<file path="config.mk">
export PLATFORM = sky130hd
export DESIGN_NAME = bitset_report_hub
export DESIGN_NICKNAME = d
export VERILOG_FILES = /design/src/rtl/bitset_report_hub.sv
export SDC_FILE = /design/constraint.sdc
export NUM_CORES = 1
export LEC_CHECK = 0
export CAP_MARGIN = 20
export CORE_UTILIZATION = 53
export CTS_CLUSTER_DIAMETER = 50
export DETAILED_ROUTE_END_ITERATION = 8
export PLACE_DENSITY = 0.78
export SKIP_LAST_GASP = 1
export SYNTH_ARGS = -nofsm -noshare
export SYNTH_HDL_FRONTEND = slang
export SYNTH_SLANG_ARGS = --single-unit
</file>
<file path="constraint.sdc">
create_clock -name clk -period 3.9 [get_ports clk]
set_clock_uncertainty 0.2 [all_clocks]
set_input_delay 1.17 -clock clk [delete_from_list [all_inputs] [get_ports clk]]
set_output_delay 1.17 -clock clk [all_outputs]
set_load 0.005 [all_outputs]
</file>
<file path="src/rtl/bitset_report_hub.sv">
// rtl/bitset_report_hub.sv - per-channel bit-vector tracker with full/snapshot report stream
module bitset_report_hub #(
  parameter int WIDTH    = 6,
  parameter int NUM_CH   = 2,
  parameter bit AUTO_CLR = 1'b1,
  localparam int CW = (NUM_CH > 1) ? $clog2(NUM_CH) : 1,
  localparam int BW = (WIDTH > 1) ? $clog2(WIDTH) : 1
) (
  input  logic             clk,
  input  logic             rst,
  input  logic             set_valid,
  input  logic [CW-1:0]    set_ch,
  input  logic [BW-1:0]    set_bit,
  input  logic             clr_valid,
  input  logic [CW-1:0]    clr_ch,
  input  logic             snap_valid,
  input  logic [CW-1:0]    snap_ch,
  output logic             out_valid,
  input  logic             out_ready,
  output logic [CW-1:0]    out_ch,
  output logic [WIDTH-1:0] out_data,
  output logic             out_full
);

  typedef enum logic {IDLE, SEND} state_t;

  state_t            state;
  logic [WIDTH-1:0]  vec      [NUM_CH];
  logic [WIDTH-1:0]  vec_nxt  [NUM_CH];
  logic [NUM_CH-1:0] pend_full, pend_full_nxt;
  logic [NUM_CH-1:0] pend_snap, pend_snap_nxt;
  logic [CW-1:0]     rr;
  logic [CW-1:0]     pick_ch;
  logic              pick_found;
  logic              rep_snap;
  logic              accept;

  // out_valid is only ever high in SEND, so this is the report handshake
  assign accept = out_valid && out_ready;

  // Next vector and pending flags per channel: clear first, then set, then events
  always_comb begin
    logic clr_hit;
    logic own_send;
    for (int c = 0; c < NUM_CH; c++) begin
      clr_hit  = clr_valid && (int'(clr_ch) == c);
      own_send = (state == SEND) && (int'(out_ch) == c);

      vec_nxt[c] = vec[c];
      if (clr_hit || (AUTO_CLR && accept && out_full && own_send))
        vec_nxt[c] = '0;
      if (set_valid && (int'(set_ch) == c) && (int'(set_bit) < WIDTH))
        vec_nxt[c] = vec_nxt[c] | (WIDTH'(1) << set_bit);

      pend_full_nxt[c] = pend_full[c];
      pend_snap_nxt[c] = pend_snap[c];
      // a clear while this channel's report is on the bus leaves its flags alone
      if (clr_hit && !own_send) begin
        pend_full_nxt[c] = 1'b0;
        pend_snap_nxt[c] = 1'b0;
      end
      // retire only the flags that were captured into the accepted report
      if (accept && own_send) begin
        if (out_full) pend_full_nxt[c] = 1'b0;
        if (rep_snap) pend_snap_nxt[c] = 1'b0;
      end
      // new events in the same cycle win over retirement
      if ((&vec_nxt[c]) && !(&vec[c]))
        pend_full_nxt[c] = 1'b1;
      if (snap_valid && (int'(snap_ch) == c))
        pend_snap_nxt[c] = 1'b1;
    end
  end

  // Round-robin choice: first pending channel at or after rr, wrapping
  always_comb begin
    int idx;
    idx        = 0;
    pick_found = 1'b0;
    pick_ch    = '0;
    for (int i = 0; i < NUM_CH; i++) begin
      idx = int'(rr) + i;
      if (idx >= NUM_CH) idx = idx - NUM_CH;
      if (!pick_found && (pend_full[idx] || pend_snap[idx])) begin
        pick_found = 1'b1;
        pick_ch    = CW'(idx);
      end
    end
  end

  // Vector storage and sticky pending flags
  always_ff @(posedge clk or posedge rst) begin
    if (rst) begin
      vec       <= '{default: '0};
      pend_full <= '0;
      pend_snap <= '0;
    end else begin
      vec       <= vec_nxt;
      pend_full <= pend_full_nxt;
      pend_snap <= pend_snap_nxt;
    end
  end

  // Report FSM: capture a chosen channel, hold it until accepted, then rotate rr
  always_ff @(posedge clk or posedge rst) begin
    if (rst) begin
      state     <= IDLE;
      rr        <= '0;
      rep_snap  <= 1'b0;
      out_valid <= 1'b0;
      out_ch    <= '0;
      out_data  <= '0;
      out_full  <= 1'b0;
    end else begin
      case (state)
        IDLE: begin
          if (pick_found) begin
            state     <= SEND;
            out_valid <= 1'b1;
            out_ch    <= pick_ch;
            out_data  <= vec_nxt[pick_ch];
            out_full  <= pend_full[pick_ch];
            rep_snap  <= pend_snap[pick_ch];
          end
        end
        SEND: begin
          if (out_ready) begin
            state     <= IDLE;
            out_valid <= 1'b0;
            rr        <= (int'(out_ch) == NUM_CH - 1) ? '0 : out_ch + CW'(1);
          end
        end
        default: state <= IDLE;
      endcase
    end
  end

endmodule

</file>
* Yosys cells after proc, flatten, opt, wreduce, memory -nomap -nowiden
Cells that the tools add are included.
** Storage, ports and cells
- Register bits :: 28
- Word-level logic and storage cells :: 122
- Input port bits :: 12
** Operators by class
- Reduce and logical (&&, ||, !) cells :: 37
- Add/subtract/negate cells :: 4
- Shift-type cells :: 1
- Order comparisons :: 7
- Mux-type cells :: 52
- Bitwise operators :: 8
- Equality and inequality tests :: 2
** Operators by type and width (count)
- $lt A32 B3 Y1 const B :: 2
- $mux W32 :: 2
- $mux W6 :: 7
- $mux W1 :: 41
- $reduce_and A6 Y1 :: 4
- $logic_and A1 B1 Y1 :: 21
- $or A6 B6 Y6 :: 2
- $reduce_and A2 Y1 :: 3
- $shl A1 B3 Y6 const A :: 1
- $logic_not A1 Y1 :: 5
- $not A1 Y1 :: 5
- $ge A2 B2 Y1 const B :: 2
- $logic_or A1 B1 Y1 :: 4
- $ne A2 B2 Y1 const B :: 2
- $pmux W1 S2 :: 2
- $lt A3 B3 Y1 const B :: 1
- $sub A1 B2 Y3 const B :: 1
- $sub A2 B2 Y3 const B :: 1
- $add A1 B1 Y2 const B :: 1
- $ge A1 B2 Y1 const B :: 1
- $lt A1 B2 Y1 const B :: 1
- $not A1 Y2 :: 1
- $add A1 B1 Y1 const B :: 1

* Depth between registers and ports, before layout
Gate-level depths: netlist of the first run.
- Depth after elaboration :: 14
- Gate-level depth with buffers :: 5
- Gate-level depth less buffers :: 4

* Worst setup path after synthesis of the first run
No wires, ideal clock.
- Path type :: input -> register
- From :: input out_ready
- To :: register pend_full[0]
- Arrival :: 2033 ps
- Stages :: 5
- Setup time :: 95 ps
- Slack :: 1572 ps
- Cell sequence :: and4_4 > buf_6 > a211oi_1 > o22ai_1 > o31ai_1
** Between the ends
- Cells in the longest elaborated chain, start to end :: 10
- Elaborated cells on any way between the ends :: 12
- Classes of those cells :: mux (4); bitwise (1); reduce/logical (7)
** RTL lines
- start, declared :: RTL line 19 : input logic out_ready,
- $logic_and A1 B1 Y1 (*) :: RTL line 39 : assign accept = out_valid && out_ready;
- $logic_and A1 B1 Y1 (2 in series) :: RTL line 50 : if (clr_hit || (AUTO_CLR && accept && out_full && own_send))
- $logic_or A1 B1 Y1 :: RTL line 50
- $mux W6 :: RTL line 50
- $or A6 B6 Y6 :: RTL line 53 : vec_nxt[c] = vec_nxt[c] | (WIDTH'(1) << set_bit);
- $mux W6 :: RTL line 52 : if (set_valid && (int'(set_ch) == c) && (int'(set_bit) < WIDTH))
- $reduce_and A6 Y1 :: RTL line 68 : if ((&vec_nxt[c]) && !(&vec[c]))
- $logic_and A1 B1 Y1 :: RTL line 68
- $mux W1 (*) :: RTL line 68
- named net pend_full_nxt[0] :: RTL line 30 : logic [NUM_CH-1:0] pend_full, pend_full_nxt;
- end signal, assigned :: RTL line 99 : pend_full <= pend_full_nxt;
- end, declared :: RTL line 30
Mark *: on every way through the listed nets, which the timed path passes. The rest lies on a longest branch.
A chain may end at the register's enable or synchronous reset.

* Worst setup path in the final report of the first run
- From :: register out_ch
- To :: output out_ch
** RTL lines
- start, declared :: RTL line 20 : output logic [CW-1:0] out_ch,
- start signal, assigned :: RTL line 120 : out_ch <= pick_ch;
No word-level cell between the ends.

==> results, run 1 <==
- The run finished with clean final reports.
- The number of gates given a new drive strength after cts is 0.
- Timing analysis after detailed placement gives a worst setup slack of between 0.8 and 0.9 ns.
- The switching portion of total power is 34.4%.
- The post-route netlist has under 10% of its cells at a drive strength greater than 1.
- The time the final worst path needs with I/O delays and setup is around 2.9 ns.
- The critical path in this run is classified as reg2out.
- The internal power of the cells totals ~0.52 mW.
- The final-report hold violation count is 0.
- The number of nets in the layout is between 150 and 200.
- In this run the count of I/O pins placed on the die edge is 21.
- The TritonCTS clock tree is yes.
- The wire length of the first global-routing pass is 5450 um.
- The sort of element at the start of the critical path is a flop.
- The largest total area in the synthesized netlist belongs to sky130_fd_sc_hd__dfrtp_1.
- For the worst setup path, the data required time is ~2.5 ns.
- In the synthesized netlist, mux cells make up 0% of the area.
- The count of cell types in the netlist is 34.
- The mean instance size in the synthesized netlist is between 8 and 9 um^2.
- The count of synthesis-stage warnings from yosys is 0.
- In this run, the number of DRC markers left after iteration 0 of detailed routing was 34.
- The number of buffers on the longest clock path is 2.
- Registers are responsible for 51.3% of the overall power.
- The cell sitting at the root of the clock tree is a sky130_fd_sc_hd__clkbuf_4.
- The synthesized design devotes to its leading area cell type 48.5% of total area.
- The layer flagged by global routing as most heavily used is met2.
- The global-route met2 utilization is 41.5%.
- Traced cell by cell, the critical path runs through clkdlybuf4s50_1.
- The total leakage power is 0.800 nW.
- The number of CTS-inserted buffers is 3.
- The HPWL after detailed placement is 2510 um.
- The count of final max-slew check failures is 0.
- The core region area is 0.00252 mm^2.
- The maximum clock frequency is 341 MHz.
- Of the available clock period, the critical path in the final layout requires between 70% and 80%.
- The post-CTS setup repair buffer count is 0.
- In the routed design, unresolved DRC markers number 0.
- The area growth from synthesis to layout is 18.2%.
- In this run the tightest slew margin relative to its limit is between 70% and 80%.
- For this run, the slowest stage of the critical path takes ~0.64 ns.
- In the post-synthesis netlist, the biggest area contributors are sky130_fd_sc_hd__dfrtp_1 (49%), sky130_fd_sc_hd__inv_1 (6.5%), sky130_fd_sc_hd__nand2_1 (5.5%).
- The clock network latency to the later pin of the worst-skew pair is roughly 0.33 ns.
- The placed instance count is approximately 210.
- Setup violations remaining at the end of the flow were counted as 0.
- Routability-driven placement finished with a final weighted congestion of between 0.8 and 0.9.
- The worst setup path is captured at a primary output.
- For this run, global-route usage on met1 was measured as between 30% and 40%.
- After synthesis the netlist holds a flip-flop and latch count of 28.
- Power comes to ~0.79 mW.
- The simple logic cell fraction of the synthesized area is between 10% and 20%.
- The repair_antennas step left the layout with diodes totalling 0.
- After Yosys synthesis, XOR and XNOR cells account for 0% of the synthesized area.
- The final total negative setup slack is 0 ns.
- Summing the sequential cell areas from Yosys gives just under 50% of the chip area.
- The combined buffer and inverter count along the critical path is 1.
- CTS built an H-tree with a depth of 1.
- The arrival time at the worst endpoint is ~1.6 ns.
- The routed length per placed instance is around 15 um.
- The vias per cell is roughly 5.8.
- The post-detailed-route count of antenna-violating nets is 0.
- The total track usage is 26.4%.
- The first-pass detailed-route iteration total is 4.
- Synthesis produced a netlist with a net count of between 150 and 200.
- The kind of cell adding the most delay to the critical path is flip-flops.
- The area of the mapped netlist is ~0.0014 mm^2.
- In this run, the clock network consumes 18.1% of the power.
- For this design, the CTS-stage hold fixing added 0 buffers.
- Max-cap violations in this run came to 0.
- In the post-route analysis, the smallest setup slack over all paths is 0.969 ns.
- The via count is ~1200.
- Setup repair after global routing left no endpoint under its margin.
- The post-synthesis compound-gate area fraction is about a quarter.
- The number of clock sinks is 28.
- After floorplanning, the core was divided into 18 placement rows.
- The clock transition at the register clock pins on the worst setup and hold paths after CTS is roughly 0.16 ns.
- The die height is roughly 54 um.
- The initial antenna violation count is 0.
- For this design the total switching power over the nets is 0.272 mW.
- For this design the ratio of total power to cell area is 463 mW/mm^2.
- In this run the worst path has a maximum fanout of 12.
- At the end of the flow the core is filled with cells to about two thirds.
- The count of input and output buffers is 20.
- The type of the worst min-delay path is reg2reg.
- The slowest stage of the critical path is the sky130_fd_sc_hd__dfrtp_1 cell.
- The maximum vdd drop is 0.000374 V.
- The total overflow left after global routing is 0.
- The total wirelength of the detailed-routed design is ~3300 um.
- Combinational logic burns 30.6% of the power.
- In this run the horizontal extent of the chip is roughly 54 um.
- The post-synthesis adder-cell area fraction is 0%.
- The floorplan step defined a die boundary enclosing 0.00294 mm^2.
- The effective utilization at floorplan is between 50% and 60%.
- By area, the combinational part of the netlist is dominated by compound AO/OA/AOI/OAI gates.
- Global routing consumed, on the met3 layer, under 10% of the routing resources.
- The count of mapped cells out of synthesis is around 160.
- Entering global routing, the biggest net connects 29 pins.
- The number of global-route vias before repair was around 1200.
- The actual transition at the worst max-transition pin is roughly 0.43 ns.
- The count of placed standard cells in the final layout, fillers left out is about 210.
[worst reg2reg max path, delay by kind of cell, from the launching register on]
kind | cells | cell delay (ns)
AOI/OAI and AO/OA | 3 | 0.71
buffers and inverters | 1 | 0.25
DFF | 1 | 0.64
[power groups by stage]
stage | clock network [mW] | registers (mW) | logic (mW)
floorplan | 0 | 0.390 | 0.141
global placement | 0 | 0.408 | 0.235
detailed placement | 0 | 0.410 | 0.243
CTS | 0.146 | 0.404 | 0.244
global route | 0.158 | 0.415 | 0.271
finish | 0.143 | 0.405 | 0.242
[cell type report]
| cell class | instances | area (um^2) |
|---|---|---|
| inverter | 25 | 93.8 |
| sequential | 28 | 701 |
| clock buffer | 4 | 36.3 |
| multi-input combinational | 105 | 631 |
| tap | 30 | 37.5 |
| timing repair buffer | 21 | 208 |
| fill | 213 | 816 |
[metrics by stage]
| step | cell area [um^2] | hold slack [ns] |
|---|---|---|
| finish | 1710 | 0.310 |
| global route | 1710 | 0.340 |
| CTS | 1710 | 0.311 |
| detailed placement | 1670 | 0.277 |
| global placement | 1670 | 0.264 |
| floorplan | 1440 | 0.250 |
[registers in the layout, indices dropped and copies added (netlist names)]
signal,cells
rr,1
out_valid,1
pend_snap,2
out_data,6
out_full,1
out_ch,1
pend_full,2
state,1
vec,12
rep_snap,1
[placed cells by master (no fill, tap or decap), types with 3 or more instances in the layout]
cell type,n
sky130_fd_sc_hd__nand2_1,21
sky130_fd_sc_hd__nor2_1,20
sky130_fd_sc_hd__a221oi_2,3
sky130_fd_sc_hd__nand3_1,3
sky130_fd_sc_hd__o221ai_1,6
sky130_fd_sc_hd__o22ai_1,4
sky130_fd_sc_hd__dfrtp_1,28
sky130_fd_sc_hd__clkdlybuf4s50_1,20
sky130_fd_sc_hd__a211oi_1,3
sky130_fd_sc_hd__nor3_1,3
sky130_fd_sc_hd__a21oi_1,7
sky130_fd_sc_hd__inv_1,25
sky130_fd_sc_hd__o21ai_0,6
sky130_fd_sc_hd__clkbuf_4,3
[synthesized netlist by cell type]
| cell | count |
|---|---|
| sky130_fd_sc_hd__o221ai_1 | 6 |
| sky130_fd_sc_hd__inv_1 | 25 |
| sky130_fd_sc_hd__nor2_1 | 20 |
| sky130_fd_sc_hd__nand2_1 | 21 |
| sky130_fd_sc_hd__o2111ai_1 | 2 |
| sky130_fd_sc_hd__nor3_2 | 1 |
| sky130_fd_sc_hd__or2_2 | 1 |
| sky130_fd_sc_hd__a21o_2 | 1 |
| sky130_fd_sc_hd__and4_4 | 1 |
| sky130_fd_sc_hd__and3_1 | 2 |
| sky130_fd_sc_hd__nand4_1 | 2 |
| sky130_fd_sc_hd__o22ai_1 | 4 |
| sky130_fd_sc_hd__a22oi_2 | 1 |
| sky130_fd_sc_hd__o31ai_1 | 2 |
| sky130_fd_sc_hd__a211oi_2 | 1 |
| sky130_fd_sc_hd__a221oi_2 | 3 |
| sky130_fd_sc_hd__nor3_1 | 3 |
| sky130_fd_sc_hd__a211oi_1 | 3 |
| sky130_fd_sc_hd__a31oi_1 | 1 |
| sky130_fd_sc_hd__nor2b_2 | 1 |
| sky130_fd_sc_hd__nand3_1 | 3 |
| sky130_fd_sc_hd__clkbuf_1 | 2 |
| sky130_fd_sc_hd__o211ai_1 | 1 |
| sky130_fd_sc_hd__a221oi_1 | 1 |
| sky130_fd_sc_hd__nand2b_1 | 2 |
| sky130_fd_sc_hd__or3b_4 | 1 |
| sky130_fd_sc_hd__o311ai_0 | 2 |
| sky130_fd_sc_hd__buf_6 | 1 |
| sky130_fd_sc_hd__o21bai_1 | 2 |
| sky130_fd_sc_hd__a21boi_0 | 2 |
| sky130_fd_sc_hd__o21ai_0 | 6 |
| sky130_fd_sc_hd__dfrtp_1 | 28 |
| sky130_fd_sc_hd__a21oi_1 | 7 |
| sky130_fd_sc_hd__nand3b_1 | 2 |
[kinds of logic (layout without fill, tap and decap cells)]
family,after synthesis,after routing
buf+inv,28,50
compound gates,45,45
simple gates,60,60
flops,28,28
[final timing paths]
| check | startpoint | end | slack [ns] | cells after the start |
|---|---|---|---|---|
| setup / recovery | out_ch | out_ch | 0.97 | 1 |
| hold / removal | rep_snap | rep_snap | 0.31 | 2 |
| setup reg to reg | out_ch | pend_full[0] | 2.03 | 4 |
| hold reg to reg | rep_snap | rep_snap | 0.31 | 2 |
| max in group asynchronous | rst | vec[1] | 2.25 | 3 |
| min in group asynchronous | rst | out_data[0] | 0.97 | 3 |
[metal layers]
layer / vias up / routed length [um]
met3: 6 / 133
met2: 32 / 1470
met5: - / 0
met1: 593 / 1640
met4: 0 / 42
li1: 610 / -
Note: power is estimated with default switching activity, not from simulation.
==> inputs of run 2 (changes only) <==
clock period = 2.9 ns   (was 3.9 ns; I/O delays follow)
==> results, run 2 (same netlist as run 1, synthesis figures left out) <==
- The worst register-to-register path begins at out_ch.
- The largest registers in the layout are vec (12), out_data (6).
- The final setup violation count was 0 (unchanged).
- The core region area came to 0.00252 mm^2 (unchanged).
- The vias per cell came to 6.04 (+3.6%).
- The total wirelength of the detailed-routed design is 3410 um (+4.0%).
- The relative contribution of combinational cells to total power is 28.7% (-1.9 points).
- The share of layout cells above drive strength 1 is 9.24% (+0.50 points).
- The total leakage power is 0.811 nW (+1.5%).
- The number of clock sinks is 28 (unchanged).
- The worst hold path startpoint is out_data[4].
- The final total negative setup slack came to 0 ns (unchanged).
- The number of flip-flops under the largest register name is 12 (unchanged).
- The maximum vdd drop is 0.000560 V (+50%).
- The multi-input gate area in the final layout came to 631 um^2 (unchanged).
- The most common cell after layout, fill and taps aside is sky130_fd_sc_hd__dfrtp_1.
- The arrival time at the worst endpoint is 1.58 ns (+0.02 ns).
- The number of global-route vias before repair is 1184 (+1.6%).
- The slack of the worst reg-to-reg path came to 1.01 ns (-1.02 ns).
- The number of nets in the layout is 197 (+0.51%).
- In this run the worst setup path terminates at out_ch.
- The total DRC errors in the routed layout is 0 (unchanged).
- The count of placed standard cells in the final layout, fillers left out is 214 (+0.47%).
- The clock transition at the register clock pins on the worst setup and hold paths after CTS is 0.16 ns (about the same).
- The depth of the worst register-to-register path is 4 (unchanged).
- The cell row count is 18 (unchanged).
- The critical path required time is 1.83 ns (-0.70 ns).
- TritonCTS built the clock tree.
- The timing startpoint of the critical path is out_ch.
- The peak fanout along the critical path was 12 (unchanged).
- The boundary pin count is 21 (unchanged).
- The number of gates given a new drive strength after cts is 0 (unchanged).
- The share of power burned in the clock network is 23.0% (+4.9 points).
- The run finished with clean final reports.
- In this run the critical register-to-register path is captured at pend_full[0].
- The pin count of the biggest net entering global routing is 29 (unchanged).
- The total power was 1.14 mW (+44%).
- The signal on the critical path passes through clkdlybuf4s50_1.
- The HPWL after detailed placement is 2550 um (+1.3%).
- The final-report hold violation count is 0 (unchanged).
- Relative to the synthesized area, the layout overhead comes to 19.8%.
- The post-CTS setup repair buffer count was 0 (unchanged).
- The count of input and output buffers came to 20 (unchanged).
- The die outline area came to 0.00294 mm^2 (unchanged).
- The worst-path cell with the longest stage delay is sky130_fd_sc_hd__dfrtp_1.
- Among cell families on the critical path, the largest total delay comes from flip-flops.
- The number of DRC markers after the initial detailed-route iteration is 55 (+62%).
- The first-pass detailed-route iteration total was 4 (unchanged).
- The post-placement cell area is 0.00168 mm^2 (+0.45%).
- The power density over cell area was 657 mW/mm^2 (+42%).
- The maximum clock frequency is ~380 MHz.
- The worst setup path is launched from a flop.
- The net load switching power is 0.375 mW (+38%).
- The die height was 54.2 um (unchanged).
- The placed instance count is 210 (+0.48%).
- The die outline width is 54.2 um (unchanged).
- The worst setup path is captured at a primary output.
- The effective utilization at floorplan is 57.2% (unchanged).
- The count of final max-slew check failures is 0 (unchanged).
- The clock network latency to the later pin of the worst-skew pair is 0.34 ns (about the same).
- The classification of the worst setup path is reg2out.
- The total stage count of the critical path is 1 (unchanged).
- The sequential fraction of design power is 48.3% (-3.0 points).
- The tightest slew margin relative to the limit is 70.5% (-0.54 points).
- The path class of the tightest hold or removal check is reg2reg.
- The switching portion of total power is 33.0% (-1.4 points).
- The count of maximum capacitance violations is 0 (unchanged).
- The combined buffer and inverter count along the critical path came to 1 (unchanged).
- Dividing the final minimum period by the clock period gives 91.5%.
- The time the final worst path needs with I/O delays and setup is roughly 2.7 ns.
- The wire length of the first global-routing pass is 5460 um (+0.11%).
- The delay of the slowest cell on the worst path is 0.65 ns (about the same).
- The total number of H-tree levels is 1 (unchanged).
- The post-detailed-route count of antenna-violating nets is 0 (unchanged).
- The footprint of the flip-flops and latches is 701 um^2 (unchanged).
- In the layout the commonest cells are sky130_fd_sc_hd__dfrtp_1 (28), sky130_fd_sc_hd__inv_1 (25), sky130_fd_sc_hd__nand2_1 (21).
- The number of filler instances in the final layout is 212 (-0.47%).
- The number of CTS-inserted buffers is 3 (unchanged).
- The core occupancy in the finished layout came to 68.6% (+0.94 points).
- The routed length per placed instance is 15.9 um (+3.5%).
- The initial antenna violation count came to 0 (unchanged).
- The via count is 1292 (+4.1%).
- The number of buffers on the longest clock path is 2 (unchanged).
- The register bank with the most flops is vec.
- The actual transition at the worst max-transition pin is 0.442 ns (+0.00814 ns).
- Setup repair after global routing left no endpoint under its margin.
- The remaining global-route overflow is 0 (unchanged).
- The clock root buffer is sky130_fd_sc_hd__clkbuf_4.
- The internal power is 0.761 mW (+47%).
- The total track usage is 26.7% (+0.28 points).
- The number of diodes is 0 (unchanged).
- The post-cts hold buffer count is 0 (unchanged).
- The final instance area is 0.00173 mm^2 (+1.4%).
- The global placement routability congestion is 0.924 (+4.6%).
-- run 2: changes by cell type in the layout (fill, tap and decap cells not counted) --
cell | before | now
sky130_fd_sc_hd__buf_4 | 1 | 2
sky130_fd_sc_hd__bufinv_16 | 0 | 1
sky130_fd_sc_hd__clkbuf_8 | 1 | 0
-- run 2: area by class of cell --
class                   count  share of cell area (%)
flip-flops and latches     28                    40.5
multi-input cells         105                    36.4
well taps                  30                    2.17
clock buffers               3                    1.30
clock inverters             1                    1.74
inverters                  25                    5.42
repair buffers             22                    12.4
-- run 2: worst min-delay path by stage --
| stage | depth (start not counted) | endpoint |
|---|---|---|
| CTS | 2 | out_data[4] |
| global placement | 2 | rep_snap |
| finish | 2 | out_data[4] |
| detailed placement | 2 | rep_snap |
| global route | 2 | out_data[4] |
| floorplan | 2 | rep_snap |
-- run 2: through the flow --
step	worst slack (ns)	hold slack, ns
2_1_floorplan	0.872	0.250
3_3_place_gp	0.267	0.264
3_5_place_dp	0.221	0.277
4_1_cts	0.240	0.312
5_1_grt	0.167	0.340
6_report	0.247	0.309
-- run 2: power by group through the flow --
stage	clock network, mW	logic, mW	registers [mW]
after floorplan	0	0.190	0.525
after global placement	0	0.317	0.549
after detailed placement	0	0.325	0.555
after CTS	0.265	0.328	0.548
after global routing	0.281	0.361	0.561
final	0.261	0.326	0.549
-- run 2: layer usage --
| metal | GRT usage (%) | routed length, um | vias up |
|---|---|---|---|
| li1 | - | - | 615 |
| met1 | 37.1 | 1570 | 613 |
| met2 | 42.9 | 1560 | 57 |
| met3 | 3.39 | 228 | 7 |
| met4 | 8.55 | 48 | 0 |
| met5 | 0 | 0 | - |
